==> config.mk <==
export PLATFORM = sky130hd
export DESIGN_NAME = hazard_ctrl_unit
export DESIGN_NICKNAME = d
export VERILOG_FILES = /design/src/rtl/mips_pkg.sv /design/src/rtl/md_busy_counter.sv /design/src/rtl/hazard_ctrl_unit.sv
export SDC_FILE = /design/constraint.sdc
export NUM_CORES = 1
export LEC_CHECK = 0
export CORE_ASPECT_RATIO = 0.7
export CORE_UTILIZATION = 30
export CTS_CLUSTER_DIAMETER = 150
export CTS_CLUSTER_SIZE = 10
export DETAILED_ROUTE_END_ITERATION = 16
export DONT_BUFFER_PORTS = 1
export PLACE_DENSITY = 0.47
export SLEW_MARGIN = 20
export SYNTH_ARGS = -nofsm -noshare
export SYNTH_HDL_FRONTEND = slang
export SYNTH_SLANG_ARGS = --single-unit
==> constraint.sdc <==
create_clock -name clk -period 2.48 [get_ports clk]
set_input_delay 0.62 -clock clk [delete_from_list [all_inputs] [get_ports clk]]
set_output_delay 0.62 -clock clk [all_outputs]
set_load 0.05 [all_outputs]
==> src/rtl/mips_pkg.sv <==
// Shared types and helpers for the MIPS pipeline control blocks.
//   fwd_sel_t   : E-stage operand source select
//   mem_state_t : data-memory wait sequencer state
//   REG_ZERO    : $zero, never a forwarding/hazard source
package mips_pkg;

  typedef enum logic [1:0] {
    FWD_RF  = 2'b00,
    FWD_WB  = 2'b01,
    FWD_MEM = 2'b10
  } fwd_sel_t;

  typedef enum logic {
    RUN      = 1'b0,
    MEM_WAIT = 1'b1
  } mem_state_t;

  localparam logic [4:0] REG_ZERO = 5'd0;

  // E-stage operand select; the younger M result wins over W.
  function automatic fwd_sel_t fwd_e_sel(
    input logic [4:0] src,
    input logic [4:0] wreg_m, input logic wen_m,
    input logic [4:0] wreg_w, input logic wen_w
  );
    if (src != REG_ZERO && wen_m && src == wreg_m)      return FWD_MEM;
    else if (src != REG_ZERO && wen_w && src == wreg_w) return FWD_WB;
    else                                                return FWD_RF;
  endfunction

  // True when a destination register (with its valid qualifier) matches either D source.
  function automatic logic dst_hits_d(
    input logic       qual,
    input logic [4:0] dst,
    input logic [4:0] rs, input logic [4:0] rt
  );
    return qual && dst != REG_ZERO && (dst == rs || dst == rt);
  endfunction

endpackage

==> src/rtl/md_busy_counter.sv <==
// Mult/div occupancy tracker.
//   clk, rst_n : clock, synchronous active-low reset
//   start      : accepted mult/div issue (already qualified by !StallE)
//   busy       : unit occupied; high for exactly MD_LATENCY cycles after start
// A start while busy reloads the countdown.
module md_busy_counter #(
  parameter int MD_LATENCY = 32,
  parameter int MD_CW      = 6
) (
  input  logic clk,
  input  logic rst_n,
  input  logic start,
  output logic busy
);

  localparam logic [MD_CW-1:0] LOAD = MD_CW'(MD_LATENCY - 1);

  logic [MD_CW-1:0] cnt;

  // busy rises with the load and falls on the edge after cnt has sat at 0,
  // giving LOAD+1 = MD_LATENCY busy cycles.
  always_ff @(posedge clk) begin
    if (!rst_n) begin
      cnt  <= '0;
      busy <= 1'b0;
    end else if (start) begin
      cnt  <= LOAD;
      busy <= 1'b1;
    end else if (busy) begin
      if (cnt == '0) busy <= 1'b0;
      else           cnt  <= cnt - 1'b1;
    end
  end

endmodule

==> src/rtl/hazard_ctrl_unit.sv <==
// Hazard/stall controller for the 5-stage MIPS pipeline.
//   clk, rst_n                     : clock, synchronous active-low reset
//   RsD/RtD, RsE/RtE               : source regs in D / E
//   WriteRegE/M/W, RegWriteE/M/W   : destination reg and write enable per stage
//   MemtoRegE/M                    : load in E / M
//   BranchD, MDStartE, MDUseD      : branch in D, mult/div issue in E, HI/LO user in D
//   MemReqM, MemReadyM             : data-memory request / done pulse
//   StallF/D/E/M, FlushE           : pipeline register hold / ID-EX bubble
//   ForwardAD/BD, ForwardAE/BE     : operand forwarding selects
//   MDBusy                         : mult/div unit occupied
//   StallCycles, LoadUseCnt        : perf counters, present only with HAZ_PERF_CNT_EN
module hazard_ctrl_unit
  import mips_pkg::*;
#(
  parameter int MD_LATENCY = 32,
  parameter int MD_CW      = 6
`ifdef HAZ_PERF_CNT_EN
 ,parameter int PERF_W     = 32
`endif
) (
  input  logic       clk,
  input  logic       rst_n,
  input  logic [4:0] RsD,
  input  logic [4:0] RtD,
  input  logic [4:0] RsE,
  input  logic [4:0] RtE,
  input  logic [4:0] WriteRegE,
  input  logic [4:0] WriteRegM,
  input  logic [4:0] WriteRegW,
  input  logic       RegWriteE,
  input  logic       RegWriteM,
  input  logic       RegWriteW,
  input  logic       MemtoRegE,
  input  logic       MemtoRegM,
  input  logic       BranchD,
  input  logic       MDStartE,
  input  logic       MDUseD,
  input  logic       MemReqM,
  input  logic       MemReadyM,
  output logic       StallF,
  output logic       StallD,
  output logic       StallE,
  output logic       StallM,
  output logic       FlushE,
  output logic       ForwardAD,
  output logic       ForwardBD,
  output logic [1:0] ForwardAE,
  output logic [1:0] ForwardBE,
  output logic       MDBusy
`ifdef HAZ_PERF_CNT_EN
 ,output logic [PERF_W-1:0] StallCycles,
  output logic [PERF_W-1:0] LoadUseCnt
`endif
);

  // Forwarding
  assign ForwardAE = fwd_e_sel(RsE, WriteRegM, RegWriteM, WriteRegW, RegWriteW);
  assign ForwardBE = fwd_e_sel(RtE, WriteRegM, RegWriteM, WriteRegW, RegWriteW);
  assign ForwardAD = (RsD != REG_ZERO) && RegWriteM && (RsD == WriteRegM);
  assign ForwardBD = (RtD != REG_ZERO) && RegWriteM && (RtD == WriteRegM);

  // Hazard detection
  logic lwstall, brstall, mdstall, memstall;

  assign lwstall = dst_hits_d(MemtoRegE, WriteRegE, RsD, RtD);
  // A branch compares in D, so an ALU result still in E or a load still in M
  // cannot be forwarded in time.
  assign brstall = BranchD && (dst_hits_d(RegWriteE, WriteRegE, RsD, RtD) ||
                               dst_hits_d(MemtoRegM, WriteRegM, RsD, RtD));
  assign mdstall = MDUseD && MDBusy;

  // Data-memory wait sequencer
  mem_state_t state, state_nxt;

  always_ff @(posedge clk) begin
    if (!rst_n) state <= RUN;
    else        state <= state_nxt;
  end

  always_comb begin
    state_nxt = state;
    memstall  = 1'b0;
    case (state)
      RUN: if (MemReqM && !MemReadyM) begin
        memstall  = 1'b1;
        state_nxt = MEM_WAIT;
      end
      MEM_WAIT: begin
        // A new request cannot be raised while one is outstanding.
        memstall = !MemReadyM;
        if (MemReadyM) state_nxt = RUN;
      end
      default: state_nxt = RUN;
    endcase
  end

  // Stall/flush priority: a memory wait freezes F..M and suppresses the
  // bubble so the instruction in E is held rather than squashed.
  always_comb begin
    StallF = 1'b0;
    StallD = 1'b0;
    StallE = 1'b0;
    StallM = 1'b0;
    FlushE = 1'b0;
    if (memstall) begin
      StallF = 1'b1;
      StallD = 1'b1;
      StallE = 1'b1;
      StallM = 1'b1;
    end else if (lwstall || brstall || mdstall) begin
      StallF = 1'b1;
      StallD = 1'b1;
      FlushE = 1'b1;
    end
  end

  // Mult/div occupancy; a start held in a frozen E stage is not yet issued.
  md_busy_counter #(
    .MD_LATENCY (MD_LATENCY),
    .MD_CW      (MD_CW)
  ) u_md_busy (
    .clk   (clk),
    .rst_n (rst_n),
    .start (MDStartE && !StallE),
    .busy  (MDBusy)
  );

`ifdef HAZ_PERF_CNT_EN
  always_ff @(posedge clk) begin
    if (!rst_n) begin
      StallCycles <= '0;
      LoadUseCnt  <= '0;
    end else begin
      if (StallF)                 StallCycles <= StallCycles + 1'b1;
      if (lwstall && !memstall)   LoadUseCnt  <= LoadUseCnt + 1'b1;
    end
  end
`endif

endmodule
==> results.cfg, run 1 <==
[detailed_routing]
drc = 0
viasPerCell = 5.36
drt-initial-drc-count = 26
wl_um = 2590
drt-pass1-iter-count = 4
routedWlPerCell_um = 15.2
ant_nets = 0
vias = 911

[global_route]
grt_overflow = 0
grt_pass1_vias = 976
antenna_found_initial = 0
grt_max_degree = 9
grt_use_total_pct = 15.3
grt_pass1_wl_um = 4300

[timing]
relSlewSlack_pct = 67.9
setup_violations = 0
hold_violations = 0
rsz0062_at_grt = false
slew_viol_final = 0
setup_slack_ps = 80.5
fin_skew_ps = 0.613
tightest_slew_ps = 479
layout_min_cycle_time_ps = 2400
period_share_pct = 96.8
max_freq_mhz = 417
setup_tns_ps = 0

[synth]
yosysSeqAreaShare_pct = 15.7
synth_warnings = 0
syn_inst = 125
syn_avg_cell_area_um2 = 8.16
ys_seq_elements = 8
ys_types = 29
syn_nets = 173
synth_area_mm2 = 0.00102

[setup_path]
start_kind = input pin
path_common_cell = nor4_4
path_cells = or4_4 > nor2_4 > nor4_4 > nor4_4 > buf_12
path_depth = 5
worstPathRequired_ps = 1860
worstPathArrival_ps = 1780
crit_buf_inv = 1
slowest_delay_ps = 530
critPathCaptureType = output port
cp_slowest_cell = or4_4
worst-r2r-cell-count = 6
path_class = in2out
cpLargestDelayFamily = simple AND/OR/NAND/NOR gates
critPathMaxFanout = 3

[layout]
layout_common_cells = xnor2_1 (30), xor2_1 (15), buf_4 (8), dfxtp_1 (8), nand2_1 (7)
diodes = 0
utilization_pct = 38.7
final_nets = 182
final_common_cell = xnor2_1
drive_gt1_share_pct = 20.5
area_growth_pct = 21.1

[clocking]
tritoncts = done
htree_levels = 1
clock-sinks = 8
clockRootBuffer = clkbuf_8
clk_path_buf_depth = 2
insertion_delay_ps = 230
hold_buffers = 0
ctsResizeCount = 0
path_clk_slew_ps = 40
cts_setup_buffers = 0
cts_buffers = 3

[die]
die_y_um = 50.8
ios = 59
start_util_pct = 32.0
dieArea_mm2 = 0.00364
die_x_um = 71.7
num_rows = 17
placeableCoreArea_mm2 = 0.00319

[placed_design]
place_ws_ps = -19.9
gp_congestion = 0.756
post-dp-hpwl_um = 2230
portBuffers = 0

[min_path]
hold_depth = 1
min_path_type = in2reg

[pwr]
p_per_area_mw_per_mm2 = 406
ir_drop_mv = 0.230
p_leak_nw = 0.401

[run]
cap_violations = 0

[run_status]
outcome = complete, no violations
logic make-up after synthesis:
family | synth area share [%]
adder cells (fa/ha/maj) | 1.23
XOR/XNOR | 38.7
flip-flops | 15.7
AO/OA/AOI/OAI | 11.5
buffers and inverters | 6.26
AND/OR/NAND/NOR | 26.6
flip-flops by register name, summed over array words and instances, names as in the netlist:
register	count
u_md_busy.cnt	6
state	1
u_md_busy.busy	1
metrics by stage:
step	power [mW]	std cells	hold slack, ps	cell area [um^2]
final	0.502	170	513	1230
after global routing	0.538	170	504	1230
after detailed placement	0.350	167	548	1190
after CTS	0.510	170	508	1230
after floorplan	0.335	125	526	1100
after global placement	0.347	167	540	1190
cells in the mapped netlist:
| cell | number | area share [%] |
|---|---|---|
| a31oi_1 | 1 | 0.61 |
| inv_1 | 4 | 1.5 |
| o21a_1 | 1 | 0.74 |
| and3_1 | 1 | 0.61 |
| nor4_2 | 4 | 4.9 |
| or4_4 | 2 | 2.2 |
| o21ai_0 | 1 | 0.49 |
| a31oi_2 | 1 | 1.2 |
| nor2_1 | 7 | 2.6 |
| nand2_1 | 7 | 2.6 |
| xnor2_1 | 30 | 26 |
| dfxtp_1 | 8 | 16 |
| buf_2 | 3 | 1.5 |
| nand3_1 | 6 | 2.9 |
| nand4b_1 | 1 | 0.86 |
| xor2_1 | 15 | 13 |
| o2111ai_1 | 1 | 0.86 |
| nand4_1 | 4 | 2.5 |
| buf_6 | 1 | 1.1 |
| or3_1 | 2 | 1.2 |
| ha_1 | 1 | 1.2 |
| and2_1 | 1 | 0.61 |
| nor3_1 | 7 | 3.4 |
| o21ai_1 | 2 | 0.98 |
| a21oi_1 | 2 | 0.98 |
| buf_4 | 3 | 2.2 |
| nor2_4 | 2 | 2.2 |
| o311a_1 | 2 | 2.0 |
| a21boi_1 | 5 | 3.7 |
worst paths after layout:
check / from / end / slack (ps)
worst max-delay path: RsE[1] / ForwardAE[0] / 80
worst min-delay path: rst_n / u_md_busy.busy / 510
worst max register to register: u_md_busy.cnt[0] / u_md_busy.cnt[5] / 910
worst min register to register: u_md_busy.cnt[1] / u_md_busy.cnt[1] / 560
layer usage:
layer / share of wire (%) / GRT usage [%]
met5: 0 / 0
met4: 1.0 / 4.58
met3: 11 / 6.43
met2: 42 / 24.1
met1: 46 / 19.0
power by group:
| group | internal [mW] | switching, mW |
|---|---|---|
| Combinational | 0.0918 | 0.104 |
| Clock | 0.105 | 0.0489 |
| Sequential | 0.142 | 0.0105 |
| Total | 0.339 | 0.163 |
final cells by class:
cell class | count | area, um^2
fill | 330 | 1960
multi-input combinational | 106 | 851
sequential | 8 | 160
timing repair buffer | 11 | 120
tap | 38 | 47.5
clock buffer | 3 | 41.3
inverter | 4 | 15.0
No activity file was read; power rests on OpenSTA's default activity.
==> run 2, diff against run 1 <==
--- a/config.mk
+++ b/config.mk
@@ -5,13 +5,13 @@
 export SDC_FILE = /design/constraint.sdc
 export NUM_CORES = 1
 export LEC_CHECK = 0
+export CAP_MARGIN = 25
 export CORE_ASPECT_RATIO = 0.7
 export CORE_UTILIZATION = 30
 export CTS_CLUSTER_DIAMETER = 150
 export CTS_CLUSTER_SIZE = 10
 export DETAILED_ROUTE_END_ITERATION = 16
-export DONT_BUFFER_PORTS = 1
-export PLACE_DENSITY = 0.47
+export PLACE_DENSITY = 0.69
 export SLEW_MARGIN = 20
 export SYNTH_ARGS = -nofsm -noshare
 export SYNTH_HDL_FRONTEND = slang
==> run 2 against run 1 <==
- the run now ends with setup timing left
- sequential share of layout area down 5.7 points
- clock-buffer cell count unchanged
- maximum frequency down 7.7%
- hold slack better by 63 ps
- register-to-register slack about the same
- setup slack worse by 200 ps
==> results.cfg, run 2 (synthesis gave the netlist of run 1 again) <==
[clocking]
clock-sinks = 8
clockRootBuffer = clkbuf_8
path_clk_slew_ps = 40
clk_path_buf_depth = 2
insertion_delay_ps = 220
hold_buffers = 0
htree_levels = 1
tritoncts = done
cts_buffers = 3

[layout]
area_growth_pct = 117
final_common_cell = buf_4
drive_gt1_share_pct = 50.0
multiInputGateArea_mm2 = 0.00103
largest_reg_flops = 6
diodes = 0
utilization_pct = 69.3
top_register = u_md_busy.cnt
reg_top3 = u_md_busy.cnt (6), state (1), u_md_busy.busy (1)
layout_common_cells = buf_4 (25), xnor2_1 (21), buf_6 (16)
final_cell_count_no_fill = 252
fillers = 249
seqCellArea_um2 = 160
post-route-cell-area_mm2 = 0.00221
final_nets = 264

[detailed_routing]
drt-pass1-iter-count = 4
drt-initial-drc-count = 56
ant_nets = 0
wl_um = 4200
routedWlPerCell_um = 16.7
drc = 0
viasPerCell = 4.96
vias = 1251

[timing]
rsz0062_at_grt = true
layout_min_cycle_time_ps = 2600
tightest_slew_ps = 497
max_freq_mhz = 385
period_share_pct = 105
slew_viol_final = 0
setup_slack_ps = -118
relSlewSlack_pct = 66.8
setup_violations = 6
fin_skew_ps = 2.25
hold_violations = 0
whs_ps = 576

[run_status]
violations = setup timing
outcome = finished with violations

[setup_path]
cpLargestDelayFamily = simple AND/OR/NAND/NOR gates
critPathCaptureType = output port
worstPathRequired_ps = 1860
path_cells = buf_6 > or4_4 > nor2_4 > nor4_4 > nor4_4 > buf_12
critPathMaxFanout = 2
start_kind = input pin
crit_buf_inv = 2
slowest_delay_ps = 540
path_class = in2out
worstPathArrival_ps = 1980
path_common_cell = nor4_4
cp_slowest_cell = or4_4

[die]
num_rows = 17
start_util_pct = 32.0
ios = 59
die_x_um = 71.7
die_y_um = 50.8
dieArea_mm2 = 0.00364
placeableCoreArea_mm2 = 0.00319

[placed_design]
placed_area_mm2 = 0.00197
dp_cells = 242
gp_congestion = 0.867
portBuffers = 58
post-dp-hpwl_um = 3100

[pwr]
p_seq_share_pct = 21.5
clkPwrFrac_pct = 21.0
ir_drop_mv = 0.213
p_leak_nw = 0.906
p_total_mw = 0.711
swShare_pct = 35.8
internal_power_mw = 0.457
switchingPower_mw = 0.254
p_per_area_mw_per_mm2 = 322
p_comb_share_pct = 57.5

[global_route]
grt_pass1_wl_um = 6400
grt_use_total_pct = 23.8
antenna_found_initial = 0
grt_pass1_vias = 1243
grt_max_degree = 9
grt-busiest-layer = met2
use_met1_pct = 31.9
grt_overflow = 0
use_met2_pct = 40.1
grt_util_met3_pct = 4.62

[run]
cap_violations = 0

[min_path]
min_path_type = reg2reg
## run 2: layout make-up
| cell class | instances | share of cell area [%] |
|---|---|---|
| flip-flops and latches | 8 | 7.24 |
| repair buffers | 93 | 41.6 |
| well taps | 38 | 2.15 |
| multi-input cells | 106 | 46.5 |
| inverters | 4 | 0.679 |
| clock buffers | 3 | 1.87 |
## run 2: metal layers
| metal | up-vias | part of all wire (%) |
|---|---|---|
| met1 | 603 | 45 |
| met2 | 29 | 50 |
| met4 | 0 | 1.0 |
| li1 | 613 | - |
| met5 | - | 0 |
| met3 | 6 | 3.8 |
## run 2: path summary, 6_finish.rpt
| check | cells after the start | startpoint | end | slack (ps) |
|---|---|---|---|---|
| worst max-delay path | 6 | RtE[1] | ForwardBE[0] | -120 |
| worst min-delay path | 2 | u_md_busy.cnt[1] | u_md_busy.cnt[1] | 580 |
| worst max register to register | 6 | u_md_busy.cnt[0] | u_md_busy.cnt[5] | 900 |
| worst min register to register | 2 | u_md_busy.cnt[1] | u_md_busy.cnt[1] | 580 |
## run 2: through the flow
stage / setup slack [ps] / setup TNS, ps
6_report: -118 / -359
5_1_grt: -154 / -827
4_1_cts: -126 / -291
3_5_place_dp: -514 / -3870
3_3_place_gp: -444 / -3420
2_1_floorplan: -269 / -794
## run 2: timing repair
item | 4_1_cts | 5_1_grt
endpoints found under the setup margin | 9 | 8
pin swaps | 29 | 30
setup buffers | 7 | 1
gates resized for setup | 119 | 27
## run 2: power by group through the flow
stage / clock [mW] / sequential, mW / combinational, mW
floorplan: 0 / 0.157 / 0.178
global placement: 0 / 0.153 / 0.356
detailed placement: 0 / 0.155 / 0.364
CTS: 0.152 / 0.153 / 0.379
global route: 0.158 / 0.155 / 0.434
finish: 0.149 / 0.153 / 0.409
## run 2: worst register-to-register path, cell delays in order (launching register included)
cell and delay, ps:
dfxtp_1 360, inv_1 60, ha_1 240, a31oi_2 330, nand3_1 160, xnor2_1 150, and3_1 170
==> run 3, diff against run 2 <==
--- a/config.mk
+++ b/config.mk
@@ -5,7 +5,7 @@
 export SDC_FILE = /design/constraint.sdc
 export NUM_CORES = 1
 export LEC_CHECK = 0
-export CAP_MARGIN = 25
+export CAP_MARGIN = 5
 export CORE_ASPECT_RATIO = 0.7
 export CORE_UTILIZATION = 30
 export CTS_CLUSTER_DIAMETER = 150
==> results of run 3 <==
Final layout, timing and power as in run 2 (identical DEF).
